==> src/rtl/sha256_pkg.sv <==
// sha256_pkg -- shared EEPROM layout and state encoding for the SHA-256 constant fetcher.
// Revision 1.0
`default_nettype none

package sha256_pkg;

  localparam logic [12:0] H_BASE  = 13'd0;
  localparam logic [12:0] K_BASE  = 13'd32;
  localparam logic [6:0]  H_WORDS = 7'd8;
  localparam logic [6:0]  K_WORDS = 7'd64;

  localparam logic [2:0] ST_IDLE    = 3'd0;
  localparam logic [2:0] ST_SETUP   = 3'd1;
  localparam logic [2:0] ST_ACCESS  = 3'd2;
  localparam logic [2:0] ST_CAPTURE = 3'd3;
  localparam logic [2:0] ST_FINISH  = 3'd4;

endpackage

`default_nettype wire

==> src/rtl/eeprom_byte_reader.sv <==
// eeprom_byte_reader -- one SETUP/ACCESS/CAPTURE read cycle per go; back-to-back reads chain from CAPTURE.
// Revision 1.0
`default_nettype none

module eeprom_byte_reader
  import sha256_pkg::*;
#(
  parameter int T_ACC = 2
) (
  input  logic        clk,
  input  logic        rst,
  input  logic        go,
  input  logic [12:0] addr,
  input  logic [7:0]  io,
  output logic [12:0] a,
  output logic [7:0]  rd_byte,
  output logic        byte_valid,
  output logic        ce,
  output logic        oe
);

  logic [2:0]  r_state;
  logic [3:0]  r_acc_cnt;
  logic [12:0] r_addr;
  logic        w_selected;

  always_ff @(posedge clk) begin
    if (rst) begin
      r_state   <= ST_IDLE;
      r_acc_cnt <= 4'd0;
      r_addr    <= 13'd0;
    end else begin
      case (r_state)
        // The address register only loads on the way into SETUP, so A never moves under CE low.
        ST_IDLE, ST_CAPTURE: begin
          if (go) begin
            r_addr  <= addr;
            r_state <= ST_SETUP;
          end else begin
            r_state <= ST_IDLE;
          end
        end
        ST_SETUP: begin
          r_acc_cnt <= 4'd0;
          r_state   <= ST_ACCESS;
        end
        ST_ACCESS: begin
          if (r_acc_cnt == 4'(T_ACC - 1)) begin
            r_state <= ST_CAPTURE;
          end else begin
            r_acc_cnt <= r_acc_cnt + 4'd1;
          end
        end
        default: r_state <= ST_IDLE;
      endcase
    end
  end

  assign w_selected = (r_state == ST_ACCESS) || (r_state == ST_CAPTURE);
  assign ce         = !w_selected;
  assign oe         = !w_selected;
  assign byte_valid = (r_state == ST_CAPTURE);
  assign rd_byte    = io;
  assign a          = r_addr;

endmodule

`default_nettype wire

==> src/rtl/sha256_const_fetch.sv <==
// sha256_const_fetch -- fetches one big-endian SHA-256 H or K constant from an 8K parallel EEPROM.
// Revision 1.0
`default_nettype none

module sha256_const_fetch
  import sha256_pkg::*;
#(
  parameter int          T_ACC  = 2,
  parameter logic [12:0] H_BASE = sha256_pkg::H_BASE,
  parameter logic [12:0] K_BASE = sha256_pkg::K_BASE
) (
  input  logic        CLK,
  input  logic        RST,
  input  logic        START,
  input  logic        SEL,
  input  logic [0:5]  IDX,
  output logic        BUSY,
  output logic        DONE,
  output logic        ERR,
  output logic [0:31] WORD,
  output logic [0:12] A,
  input  logic [0:7]  IO,
  output logic        CE,
  output logic        OE,
  output logic        WE
);

  // Top-level sequencing: ST_ACCESS covers all four byte reads run by the reader,
  // ST_SETUP is the access-free gap taken by an out-of-range request.
  logic [2:0]  r_state;
  logic        r_sel;
  logic [5:0]  r_idx;
  logic [1:0]  r_cnt;
  logic [0:23] r_buf;
  logic [0:31] r_word;
  logic        r_err;

  logic        w_idle;
  logic        w_sel;
  logic [5:0]  w_idx;
  logic [1:0]  w_byte;
  logic        w_idx_ok;
  logic        w_go;
  logic [12:0] w_addr;
  logic [12:0] w_a;
  logic [7:0]  w_rd_byte;
  logic        w_byte_valid;
  logic        w_ce;
  logic        w_oe;

  assign w_idle   = (r_state == ST_IDLE);
  assign w_sel    = w_idle ? SEL : r_sel;
  assign w_idx    = w_idle ? IDX : r_idx;
  assign w_byte   = w_idle ? 2'd0 : r_cnt + 2'd1;
  assign w_idx_ok = w_sel ? ({1'b0, w_idx} < K_WORDS) : ({1'b0, w_idx} < H_WORDS);
  assign w_addr   = (w_sel ? K_BASE : H_BASE) + {5'd0, w_idx, 2'b00} + {11'd0, w_byte};
  assign w_go     = (w_idle && START && w_idx_ok) ||
                    ((r_state == ST_ACCESS) && w_byte_valid && (r_cnt != 2'd3));

  eeprom_byte_reader #(
    .T_ACC(T_ACC)
  ) u_reader (
    .clk       (CLK),
    .rst       (RST),
    .go        (w_go),
    .addr      (w_addr),
    .io        (IO),
    .a         (w_a),
    .rd_byte   (w_rd_byte),
    .byte_valid(w_byte_valid),
    .ce        (w_ce),
    .oe        (w_oe)
  );

  always_ff @(posedge CLK) begin
    if (RST) begin
      r_state <= ST_IDLE;
      r_sel   <= 1'b0;
      r_idx   <= 6'd0;
      r_cnt   <= 2'd0;
      r_buf   <= 24'd0;
      r_word  <= 32'd0;
      r_err   <= 1'b0;
    end else begin
      case (r_state)
        ST_IDLE: begin
          if (START) begin
            r_sel   <= SEL;
            r_idx   <= IDX;
            r_cnt   <= 2'd0;
            r_state <= w_idx_ok ? ST_ACCESS : ST_SETUP;
          end
        end
        ST_SETUP: begin
          r_err   <= 1'b1;
          r_state <= ST_FINISH;
        end
        ST_ACCESS: begin
          if (w_byte_valid) begin
            case (r_cnt)
              2'd0: r_buf[0:7]   <= w_rd_byte;
              2'd1: r_buf[8:15]  <= w_rd_byte;
              2'd2: r_buf[16:23] <= w_rd_byte;
              default: begin
                r_word  <= {r_buf, w_rd_byte};
                r_err   <= 1'b0;
                r_state <= ST_FINISH;
              end
            endcase
            r_cnt <= r_cnt + 2'd1;
          end
        end
        default: r_state <= ST_IDLE;
      endcase
    end
  end

  assign BUSY = !w_idle;
  assign DONE = (r_state == ST_FINISH);
  assign ERR  = r_err;
  assign WORD = r_word;
  assign A    = w_a;
  assign CE   = w_ce;
  assign OE   = w_oe;
  assign WE   = 1'b1;

endmodule

`default_nettype wire

==> config.mk <==
export PLATFORM = sky130hd
export DESIGN_NAME = sha256_const_fetch
export DESIGN_NICKNAME = d
export VERILOG_FILES = /design/src/rtl/sha256_pkg.sv /design/src/rtl/eeprom_byte_reader.sv /design/src/rtl/sha256_const_fetch.sv
export SDC_FILE = /design/constraint.sdc
export NUM_CORES = 1
export LEC_CHECK = 0
export BUFFER_PORTS_ARGS = -buffer_cell sky130_fd_sc_hd__buf_2
export CORE_MARGIN = 2
export CORE_UTILIZATION = 25
export DETAILED_ROUTE_END_ITERATION = 16
export GPL_ROUTABILITY_DRIVEN = 0
export GPL_TIMING_DRIVEN = 0
export PLACE_DENSITY = 0.5
export SETUP_SLACK_MARGIN = 0.2
export SLEW_MARGIN = 20
export SYNTH_ARGS = -nofsm -noshare
export SYNTH_HDL_FRONTEND = slang
export SYNTH_SLANG_ARGS = --single-unit
==> constraint.sdc <==
create_clock -name CLK -period 3.65 [get_ports CLK]
set_input_delay 0.365 -clock CLK [delete_from_list [all_inputs] [get_ports CLK]]
set_output_delay 0.365 -clock CLK [all_outputs]
set_load 0.01 [all_outputs]
* Yosys cells after proc, flatten, opt, wreduce, memory -nomap -nowiden
Index checks and enable logic that the tools add are counted.
** Cells by class
- Add/subtract/negate cells :: 4
- $lt $le $gt $ge :: 1
- Equal/unequal tests :: 15
- Mux-type cells :: 21
- Bitwise logic cells :: 1
- Reduce and logical (&&, ||, !) cells :: 26
** Operator list (count)
- AND reduction 3 bit :: 7
- one-hot mux 3 bit (3 select lines) :: 2
- 2-to-1 mux 3 bit :: 4
- 2-to-1 mux 6 bit :: 2
- adder 9 x 2 -> 10 bit :: 1
- inequality test 2 bit (second input constant) :: 5
- adder 6 x 8 -> 9 bit :: 1
- equality test 3 x 2 -> 1 bit (second input constant) :: 3
- 2-to-1 mux 2 bit :: 4
- one-hot mux 4 bit (2 select lines) :: 1
- equality test 3 x 1 -> 1 bit (second input constant) :: 2
- zero test 3 bit :: 2
- less-than comparator 6 x 4 -> 1 bit (second input constant) :: 1
- AND reduction 2 bit :: 3
- nonzero test 2 bit :: 3
- 2-to-1 mux 1 bit :: 5
- adder 4 x 1 -> 4 bit (second input constant) :: 1
- equality test 4 x 1 -> 1 bit (second input constant) :: 1
- logical AND 1 bit :: 4
- 2-to-1 mux 4 bit :: 1
- one-hot mux 2 bit (2 select lines) :: 1
- equality test 3 bit (second input constant) :: 1
- OR reduction 3 bit :: 1
- adder 2 x 1 -> 2 bit (second input constant) :: 1
- 9 further kinds :: 11
** Word-level totals
- Register bits after elaboration :: 89
- Bits of input ports :: 18
- Word-level logic and storage cells :: 80

* Logic depth before layout (Yosys ltp)
Gate-level depths: netlist of the first run.
- Depth in word-level cells :: 8
- Gate-level depth with buffers :: 10

* Cells and area by module
From an unflattened synthesis of the first run, not the netlist that was laid out.
** Unflattened totals
- Cell total of the unflattened synthesis :: 397
- Area, all modules :: 3708.6 um2
** By module, submodules not included
- sha256_const_fetch :: times used 1, cells each 287, area an instance 2797.7 um2, seq. area each 1381.3 um2
- eeprom_byte_reader :: times used 1, cells each 110, area an instance 910.9 um2, seq. area each 380.4 um2

* Worst setup path before layout of the first run
OpenSTA, ideal clock, no wires.
- Path type :: register to register
- Start point :: reg r_state[0]
- End point :: reg u_reader.r_addr[7], in the netlist u_reader.a[7]
- Data arrival time :: 2.013 ns
- Data required time :: 3.578 ns
- Slack :: 1.565 ns
- Stages on the path, launching flop included :: 11
- Cell sequence :: dfxtp_1 -> buf_4 -> nor3_4 -> inv_4 -> nand2_1 -> nand2_1 -> ha_1 -> ha_1 -> o21ai_0 -> or3b_2 -> mux2i_1
** Between the ends
- Longest elaborated chain between the ends :: 7
- Elaborated cells on any way between the ends :: 16
- Those cells by class :: add/sub: 2; order compare: 1; eq/ne: 1; mux: 5; reduce/logical: 7
** RTL lines
- start: declaration :: RTL line sha256_const_fetch.sv:30 : logic [2:0] r_state;
- start signal: assignment :: RTL line sha256_const_fetch.sv:91 : r_state <= w_idx_ok ? ST_ACCESS : ST_SETUP;
- parallel branches: the longest is 7 deep, another holds adder 9 x 2 -> 10 bit
- end signal: assignment :: RTL line eeprom_byte_reader.sv:37 : r_addr <= addr;
- end: declaration :: RTL line eeprom_byte_reader.sv:24 : logic [12:0] r_addr;
Parallel ways; which one is timed is not known.
A chain may end at the register's enable or synchronous reset.

* Worst setup path in the final report of the first run
Same ends and word-level chain as after synthesis.

==> results of run 1 <==
[per-layer routing]
metal  track usage, %  vias up  wire length [µm]
met5                0        -                 0
met4            3.664        0               108
met3            3.839       11               457
met2            20.98       65              4192
met1            16.85     1419              4360
li1                 -     1578                 -
[synth_stat cells, types with 2 or more instances]
cell type	n
a21oi_1	69
and2_1	2
and3_1	3
buf_2	2
buf_4	7
buf_6	2
clkbuf_1	23
conb_1	2
dfxtp_1	84
ha_1	11
inv_1	9
mux2i_1	9
nand2_1	122
nand3_1	29
nor2_1	5
nor3_1	5
nor3b_1	3
nor4b_1	2
o211a_1	3
o211ai_1	4
o21ai_0	3
o31a_1	2
o31ai_1	2
or2_2	2
xnor2_1	3
[per-stage QoR]
| stage | instance area, µm² | hold slack (ns) | utilization, % |
|---|---|---|---|
| after detailed placement | 4043 | 0.4439 | 29.35 |
| after floorplan | 3502 | 0.4321 | - |
| final | 4337 | 0.2833 | 31.49 |
| after CTS | 4337 | 0.2730 | 31.49 |
| after global placement | 4043 | 0.4419 | 29.35 |
| after global routing | 4337 | 0.2939 | 31.49 |
[cell type report]
class / instances / area [µm²]
timing repair buffer: 63 / 315.3
inverter: 11 / 43.79
buffer: 34 / 171.4
clock inverter: 6 / 65.06
sequential: 84 / 1682
fill: 1511 / 9437
tap: 180 / 225.2
multi-input combinational: 300 / 1605
clock buffer: 10 / 229.0
[final timing paths]
| path | startpoint | to | slack, ns | cells past startpoint |
|---|---|---|---|---|
| worst max-delay path | r_state[0] | u_reader.a[7] | 1.36 | 10 |
| worst min-delay path | IDX[4] | r_idx[1] | 0.28 | 3 |
| worst max register to register | r_state[0] | u_reader.a[7] | 1.36 | 10 |
| worst min register to register | r_buf[14] | r_buf[14] | 0.45 | 2 |
[registers in the layout, indices dropped and copies added (netlist names)]
register            count
r_cnt                   2
ERR                     1
r_state                 3
u_reader.r_state        2
r_idx                   6
u_reader.a              9
WORD                   32
r_buf                  24
r_sel                   1
u_reader.r_acc_cnt      4
[worst max-delay path: cells and delay by family, from the launching register on]
family	cells	cell delay [ns]
and+or+nand+nor	4	1.08
adders and majority gates	2	0.38
buffers and inverters	2	0.29
DFF	1	0.29
muxes	1	0.12
AOI/OAI and AO/OA	1	0.06
[cell families after synthesis]
group	Yosys count
flops	84
other cells	2
simple gates	180
xor+xnor	3
compound gates	91
buf+inv	45
mux	10
fa+ha+maj	11
[power by group]
group / internal, mW / total (mW) / switching (mW) / leakage, nW
Combinational: 0.152 / 0.360 / 0.208 / 0.902
Sequential: 0.958 / 0.986 / 0.0281 / 0.679
Clock: 0.530 / 0.900 / 0.370 / 0.142
[cell usage in the layout (no fill, tap or decap), drive strengths merged, types with 3 or more instances in the layout]
cell	netlist	routed
inv	10	10
ha	11	11
clkinv	1	5
nand3	29	29
buf	11	74
mux2i	9	9
clkbuf	23	33
a21oi	69	69
conb	2	5
o211a	3	3
o21ai	3	3
dfxtp	84	84
nor3b	3	3
nor2	5	5
o211ai	4	4
nand2	122	122
and3	3	3
xnor2	3	3
nor3	6	6
==> impl_metrics.py, run 1 <==
metrics = {
    "run_status": {
        "status": "complete, no violations",
    },
    "grt": {
        "grt_pass1_wl_um": 14940,
        "antenna_found_initial": 0,
        "grt_max_degree": 15,
        "first_global_vias": 2918,
        "grt_overflow": 0,
        "gr-usage-all-layers_pct": 13.00,
    },
    "critical_path": {
        "critPathSlowestCell": "nor3_4",
        "path_max_fanout": 10,
        "cp.required_ns": 3.92,
        "critPathMaxStageDelay_ns": 0.47,
        "worst-setup-path-type": "reg -> reg",
        "crit_chain": "buf_4 -> nor3_4 -> inv_4 -> nand2_1 -> nand2_1 -> ha_1 -> ha_1 -> o21ai_0 -> or3b_2 -> mux2i_1",
        "critPathArrivalTime_ns": 2.56,
        "cp-start-kind": "flip-flop",
        "cp-end-kind": "flip-flop",
    },
    "clock_network": {
        "cts_num_sinks": 84,
        "cts_resized": 0,
        "numCtsBuffers": 9,
        "ctsHoldBuffers": 0,
        "htree_levels": 3,
        "cts_setup_buffers": 0,
        "path_clk_slew_ns": 0.06,
        "clockBufferDepth": 2,
        "clk_latency_ns": 0.34,
        "cts_tree": "built",
        "clockRootBuffer": "clkbuf_16",
    },
    "yosys": {
        "yosys-top-cells-area": "dfxtp_1 48%, nand2_1 13%, a21oi_1 9.9%",
        "synth-xor-area-share_pct": 0.7527,
        "ys.flop_type": "dfxtp_1",
        "synth-simple-area-share_pct": 22.76,
        "synth_top_cell_area_share_pct": 48.17,
        "ys_async_sr_fraction_pct": 0,
        "synth_edf_count": 0,
        "synth_fa_ha_area_share_pct": 3.943,
        "syn_area_um2": 3491,
        "yosys.area.top_type": "dfxtp_1",
        "synth_compound_area_share_pct": 14.98,
        "ys_types": 43,
        "ys_seq_elements": 84,
        "ys_warn_count": 0,
        "ys_seq_area_share_pct": 48.17,
        "postSynthCellCount": 426,
        "synth_top_family_by_area": "simple AND/OR/NAND/NOR gates",
        "muxShareOfSynthArea_pct": 3.011,
        "avgSynthCellArea_um2": 8.194,
    },
    "routing": {
        "drc": 0,
        "ant_nets": 0,
        "vias": 3073,
        "wl_um": 9119,
        "wire_per_inst_um": 13.25,
        "routed_via_density": 4.467,
        "firstDrtPassIters": 4,
        "drt_iter0_markers": 158,
    },
    "floorplan": {
        "die_h_um": 122.2,
        "fp.coreArea_um2": 13770,
        "ios": 69,
        "initial_core_util_pct": 25.35,
        "die-width_um": 122.2,
        "row_count": 43,
        "dieArea_um2": 14920,
    },
    "sta": {
        "fin_crit_ns": 2.292,
        "tns_ns": 0,
        "report.final.slew_viol_count": 0,
        "tightestPinTransition_ns": 0.8825,
        "maxSlewHeadroom_pct": 39.64,
        "timing.fmax_mhz": 436.3,
        "setup_violations": 0,
        "min_period_over_period_pct": 62.79,
        "fin_ws_ns": 1.358,
        "skew_ns": 0.006466,
        "rsz0062_at_grt": "no",
        "hold_viol": 0,
    },
    "layout": {
        "antenna_cells": 0,
        "syn_to_final_growth_pct": 24.23,
        "layout-drive-gt1-share_pct": 18.90,
        "stdcell_count": 688,
        "layout.nets": 532,
    },
    "power": {
        "ir_worst_vdd_mv": 0.2618,
        "leakage_nw": 1.723,
        "p_per_area_nw_per_um2": 517.9,
        "power_mw": 2.246,
    },
    "place": {
        "pre_cts_ws_ns": 1.370,
        "dpl.hpwl_um": 6802,
        "dp.cells": 672,
        "port_buffers": 63,
    },
    "worst_hold_path": {
        "hold_path_class": "in -> reg",
    },
    "run": {
        "maxCapViolCount": 0,
    },
}
No activity file was read; power rests on OpenSTA's default activity.
==> run 2, diff against run 1 <==
Clock period 3.65 ns to 2.3 ns, I/O delays scaled along.
==> impl_metrics.py, run 2 (synthesis results as in run 1) <==
metrics = {
    "layout": {
        "layout-drive-gt1-share_pct": 22.90,
        "layout_commonest_cell": "nand2_1",
        "layout.nets": 548,
        "syn_to_final_growth_pct": 28.78,
        "multiInputGateArea_um2": 1613,
        "fillers": 1506,
        "mostFrequentLayoutCells": "122 x nand2_1, 84 x dfxtp_1, 69 x a21oi_1",
        "largest_reg_flops": 32,
        "antenna_cells": 0,
        "ff_latch_area_um2": 1682,
    },
    "critical_path": {
        "crit_family": "buffers and inverters",
        "critPathSlowestCell": "mux2_4",
        "cp-startpoint": "r_state[1]",
        "worstReg2RegEnd": "u_reader.r_state[0]",
        "critPathMaxStageDelay_ns": 0.33,
        "cp.required_ns": 2.53,
        "cp_num_cells": 9,
        "cp-end-kind": "flip-flop",
        "crit_chain": "buf_6 -> nor3_4 -> buf_6 -> inv_4 -> buf_4 -> mux2_4 -> o21a_1 -> buf_6 -> o221a_1",
        "crit_end": "u_reader.r_state[0]",
        "cp-start-kind": "flip-flop",
        "rrSetupSlack_ns": 0.32,
        "r2r_cells": 9,
        "critPathMostFrequentCell": "buf_6",
        "worst-setup-path-type": "reg -> reg",
        "rr_startpoint": "r_state[1]",
        "critPathArrivalTime_ns": 2.21,
        "path_max_fanout": 8,
        "crit_buf_inv": 5,
    },
    "sta": {
        "tightestPinTransition_ns": 0.8742,
        "skew_ns": 0.009214,
        "timing.fmax_mhz": 505.5,
        "worst_hold_slack_ns": 0.1507,
        "tns_ns": 0,
        "report.final.slew_viol_count": 0,
        "min_period_over_period_pct": 86.01,
        "maxSlewHeadroom_pct": 40.22,
        "hold_viol": 0,
        "setup_violations": 0,
        "rsz0062_at_grt": "yes",
        "fin_crit_ns": 1.978,
    },
    "clock_network": {
        "cts_num_sinks": 84,
        "numCtsBuffers": 9,
        "clk_latency_ns": 0.34,
        "ctsHoldBuffers": 0,
        "clockBufferDepth": 2,
        "cts_tree": "built",
        "path_clk_slew_ns": 0.06,
        "clockRootBuffer": "clkbuf_16",
        "htree_levels": 3,
    },
    "power": {
        "ir_worst_vdd_mv": 0.4626,
        "leakage_nw": 1.824,
        "p_per_area_nw_per_um2": 812.8,
    },
    "floorplan": {
        "row_count": 43,
        "die_h_um": 122.2,
        "fp.coreArea_um2": 13770,
        "dieArea_um2": 14920,
        "initial_core_util_pct": 25.35,
        "ios": 69,
        "die-width_um": 122.2,
    },
    "routing": {
        "wl_met2_um": 4409,
        "firstDrtPassIters": 4,
        "top_layer": "met4",
        "drc": 0,
        "wl_met3_um": 459,
        "drt-met1-wl_um": 4342,
        "ant_nets": 0,
        "drt_iter0_markers": 116,
        "wl_um": 9295,
        "routed_via_density": 4.486,
        "vias": 3158,
        "wire_per_inst_um": 13.20,
    },
    "run_status": {
        "status": "complete, no violations",
    },
    "grt": {
        "grt_pass1_wl_um": 14990,
        "grt_overflow": 0,
        "grt_max_degree": 15,
        "antenna_found_initial": 0,
        "gr-usage-all-layers_pct": 13.05,
        "first_global_vias": 2931,
    },
    "worst_hold_path": {
        "min_delay_path_depth": 3,
        "hold_path_class": "in -> reg",
        "hold_path_startpoint": "IDX[3]",
    },
    "place": {
        "port_buffers": 63,
        "dpl.hpwl_um": 6802,
    },
    "run": {
        "maxCapViolCount": 0,
    },
}
-- run 2: cell types whose count changed in the layout (fill, tap and decap cells not counted) --
| cell | delta |
|---|---|
| clkbuf_1 | -6 |
| ha_1 | -2 |
| ha_2 | +2 |
| or3b_4 | +1 |
| buf_2 | -2 |
| buf_4 | +18 |
| clkbuf_2 | +3 |
| or3b_2 | -1 |
| buf_6 | +3 |
-- run 2: power by group --
part           leakage, nW  internal, mW  switching (mW)  total [mW]
logic                 1.00         0.310           0.352       0.662
clock network        0.142         0.841           0.584        1.43
registers            0.679          1.52          0.0454        1.57
total                 1.82          2.67           0.982        3.65
-- run 2: final cells by class --
class | count | share of cell area [%]
flip-flops and latches | 84 | 37.41
multi-input cells | 300 | 35.88
inverters | 11 | 0.9741
well taps | 180 | 5.010
plain buffers | 34 | 4.342
repair buffers | 79 | 9.852
clock buffers | 10 | 5.093
clock inverters | 6 | 1.447
-- run 2: worst min path at each step --
stage / to / slack, ns
global placement: WORD[28] / 0.44
finish: r_idx[2] / 0.15
detailed placement: u_reader.a[5] / 0.44
CTS: r_idx[2] / 0.14
floorplan: r_idx[0] / 0.37
global route: r_idx[1] / 0.16
-- run 2: timing repair --
| item | CTS | global route |
|---|---|---|
| gates resized for setup | 4 | 22 |
| endpoints found under the setup margin | 47 | 54 |
| pin swaps | 1 | 3 |
| setup buffers | 3 | 13 |
-- run 2: per-stage QoR --
stage / area (µm²) / cells / util, % / power (mW) / setup WS [ns]
floorplan: 3502 / 429 / - / 1.991 / 0.2149
global placement: 4043 / 672 / 29.35 / 2.163 / 0.002191
detailed placement: 4043 / 672 / 29.35 / 2.173 / 0.02014
CTS: 4364 / 691 / 31.69 / 3.630 / 0.2341
global route: 4496 / 704 / 32.64 / 3.839 / 0.1802
finish: 4496 / 704 / 32.64 / 3.654 / 0.3218
-- run 2: layer usage --
| layer | GRT usage, % | vias to the layer above |
|---|---|---|
| li1 | - | 1615 |
| met1 | 16.88 | 1468 |
| met4 | 3.664 | 0 |
| met5 | 0 | - |
| met3 | 3.839 | 8 |
| met2 | 21.12 | 67 |
-- run 2: worst reg2reg max path, delay by kind of cell, from the launching register on --
family          cells  cell delay (ns)
buf+inv             5             0.58
flops               1             0.31
mux                 1             0.33
compound gates      2             0.43
simple gates        1             0.22
==> run 3, diff against run 2 <==
Settings changed: CELL_PAD_IN_SITES_DETAIL_PLACEMENT set to 1, CELL_PAD_IN_SITES_GLOBAL_PLACEMENT set to 1, PLACE_DENSITY 0.5 to 0.61.
Clock period 2.3 ns to 2 ns, I/O delays scaled along.
==> impl_metrics.py, run 3 (synthesis results as in run 1) <==
metrics = {
    "run_status": {
        "status": "complete, no violations",
    },
    "grt": {
        "antenna_found_initial": 0,
        "grt_pass1_wl_um": 16370,
        "grt_max_degree": 14,
        "first_global_vias": 3227,
        "gr-usage-all-layers_pct": 14.37,
        "grt_overflow": 0,
    },
    "layout": {
        "antenna_cells": 0,
        "layout.nets": 553,
        "syn_to_final_growth_pct": 46.38,
        "stdcell_count": 708,
        "layout-drive-gt1-share_pct": 40.34,
        "final_util_pct": 37.10,
        "mostFrequentLayoutCells": "83 x nand2_1, 80 x dfxtp_1, 66 x buf_2",
        "layout_commonest_cell": "nand2_1",
        "largest_reg_flops": 32,
    },
    "sta": {
        "skew_ns": 0.005989,
        "timing.fmax_mhz": 511.4,
        "tightestPinTransition_ns": 0.7555,
        "min_period_over_period_pct": 97.78,
        "rsz0062_at_grt": "yes",
        "setup_violations": 0,
        "report.final.slew_viol_count": 0,
        "worst_hold_slack_ns": 0.1147,
        "hold_viol": 0,
        "fin_crit_ns": 1.956,
        "maxSlewHeadroom_pct": 49.63,
    },
    "power": {
        "switchingPower_mw": 1.217,
        "p_seq_share_pct": 41.7,
        "swShare_pct": 27.97,
        "leakage_nw": 2.381,
        "p_int_mw": 3.133,
        "ir_worst_vdd_mv": 0.4849,
        "p_per_area_nw_per_um2": 851.2,
        "pwr-share-clk_pct": 37.6,
        "power_mw": 4.350,
        "combPwrFrac_pct": 20.7,
    },
    "floorplan": {
        "ios": 69,
        "die-width_um": 122.2,
        "fp.coreArea_um2": 13770,
        "die_h_um": 122.2,
        "dieArea_um2": 14920,
        "initial_core_util_pct": 25.35,
        "row_count": 43,
    },
    "routing": {
        "firstDrtPassIters": 4,
        "drc": 0,
        "drt_iter0_markers": 67,
        "wl_um": 10770,
        "routed_via_density": 4.630,
        "vias": 3278,
        "ant_nets": 0,
        "wire_per_inst_um": 15.21,
    },
    "run": {
        "maxCapViolCount": 0,
    },
    "worst_hold_path": {
        "hold_path_startpoint": "IDX[5]",
        "hold_path_class": "in -> reg",
        "min_delay_path_depth": 3,
        "holdPathEnd": "r_idx[0]",
    },
    "clock_network": {
        "cts_tree": "built",
        "htree_levels": 3,
        "cts_num_sinks": 84,
        "path_clk_slew_ns": 0.06,
        "clk_latency_ns": 0.35,
        "numCtsBuffers": 9,
        "clockRootBuffer": "clkbuf_16",
        "clockBufferDepth": 2,
    },
    "place": {
        "dp.cells": 672,
        "port_buffers": 63,
        "dpl.hpwl_um": 7502,
    },
    "critical_path": {
        "worstReg2RegEnd": "u_reader.r_state[0]",
        "cp.required_ns": 2.23,
        "r2r_cells": 8,
        "cp-end-kind": "flip-flop",
        "cp-start-kind": "flip-flop",
        "path_max_fanout": 7,
        "critPathArrivalTime_ns": 2.19,
        "rrSetupSlack_ns": 0.04,
        "rr_startpoint": "r_state[0]",
        "worst-setup-path-type": "reg -> reg",
    },
}
## run 3: power by group through the flow
stage          clock network [mW]  logic, mW  registers, mW
6_report                     1.64      0.900           1.81
5_1_grt                      1.76      0.976           1.83
4_1_cts                      1.69      0.812           1.81
3_5_place_dp                    0      0.690           1.84
3_3_place_gp                    0      0.669           1.83
2_1_floorplan                   0      0.458           1.84
## run 3: how the worst max path moves through the flow
stage                     slack [ns]                start                  end  depth (start not counted)
final                           0.04           r_state[0]  u_reader.r_state[0]                          8
after global routing           -0.02           r_state[0]        u_reader.a[7]                         10
after CTS                       0.04           r_state[1]        u_reader.a[7]                         10
after detailed placement       -0.21  u_reader.r_state[1]              WORD[4]                          8
after global placement         -0.18  u_reader.r_state[0]              WORD[2]                          8
after floorplan                 0.04           r_state[0]        u_reader.a[7]                         10
## run 3: what timing repair did
| action | in CTS | in global routing |
|---|---|---|
| hold buffers | 0 | 0 |
| gates cloned | 0 | 2 |
| setup buffers | 14 | 5 |
| setup endpoints to repair | 69 | 70 |
| pin swaps | 7 | 52 |
| gates resized for setup | 33 | 135 |
## run 3: routing by layer
metal,vias up,global-route usage (%),part of all wire (%)
met5,-,0,0
met4,0,4.957,2.0
met3,19,3.792,3.9
met2,66,23.92,49
met1,1579,17.95,45
li1,1614,-,-
## run 3: final cells by class
| class | count | area (µm²) |
|---|---|---|
| clock inverter | 4 | 51.30 |
| buffer | 34 | 267.8 |
| sequential | 84 | 1687 |
| multi-input combinational | 300 | 2082 |
| inverter | 11 | 43.79 |
| tap | 180 | 225.2 |
| fill | 1643 | 8663 |
| clock buffer | 11 | 232.7 |
| timing repair buffer | 84 | 520.5 |
## run 3: worst max-delay path: stages (launching register included)
cell and delay, ns:
dfxtp_2 0.32, buf_6 0.12, nor3_4 0.32, inv_4 0.08, buf_6 0.14, mux2_4 0.31
o21a_1 0.20, buf_6 0.14, o221a_1 0.23
## run 3: metrics by stage
step | setup TNS, ns | worst slack [ns] | cell area (µm²)
floorplan | 0 | 0.04190 | 3523
global placement | -5.698 | -0.1807 | 4064
detailed placement | -7.637 | -0.2108 | 4064
CTS | 0 | 0.04312 | 4558
global route | -0.03997 | -0.02454 | 5110
finish | 0 | 0.04441 | 5110
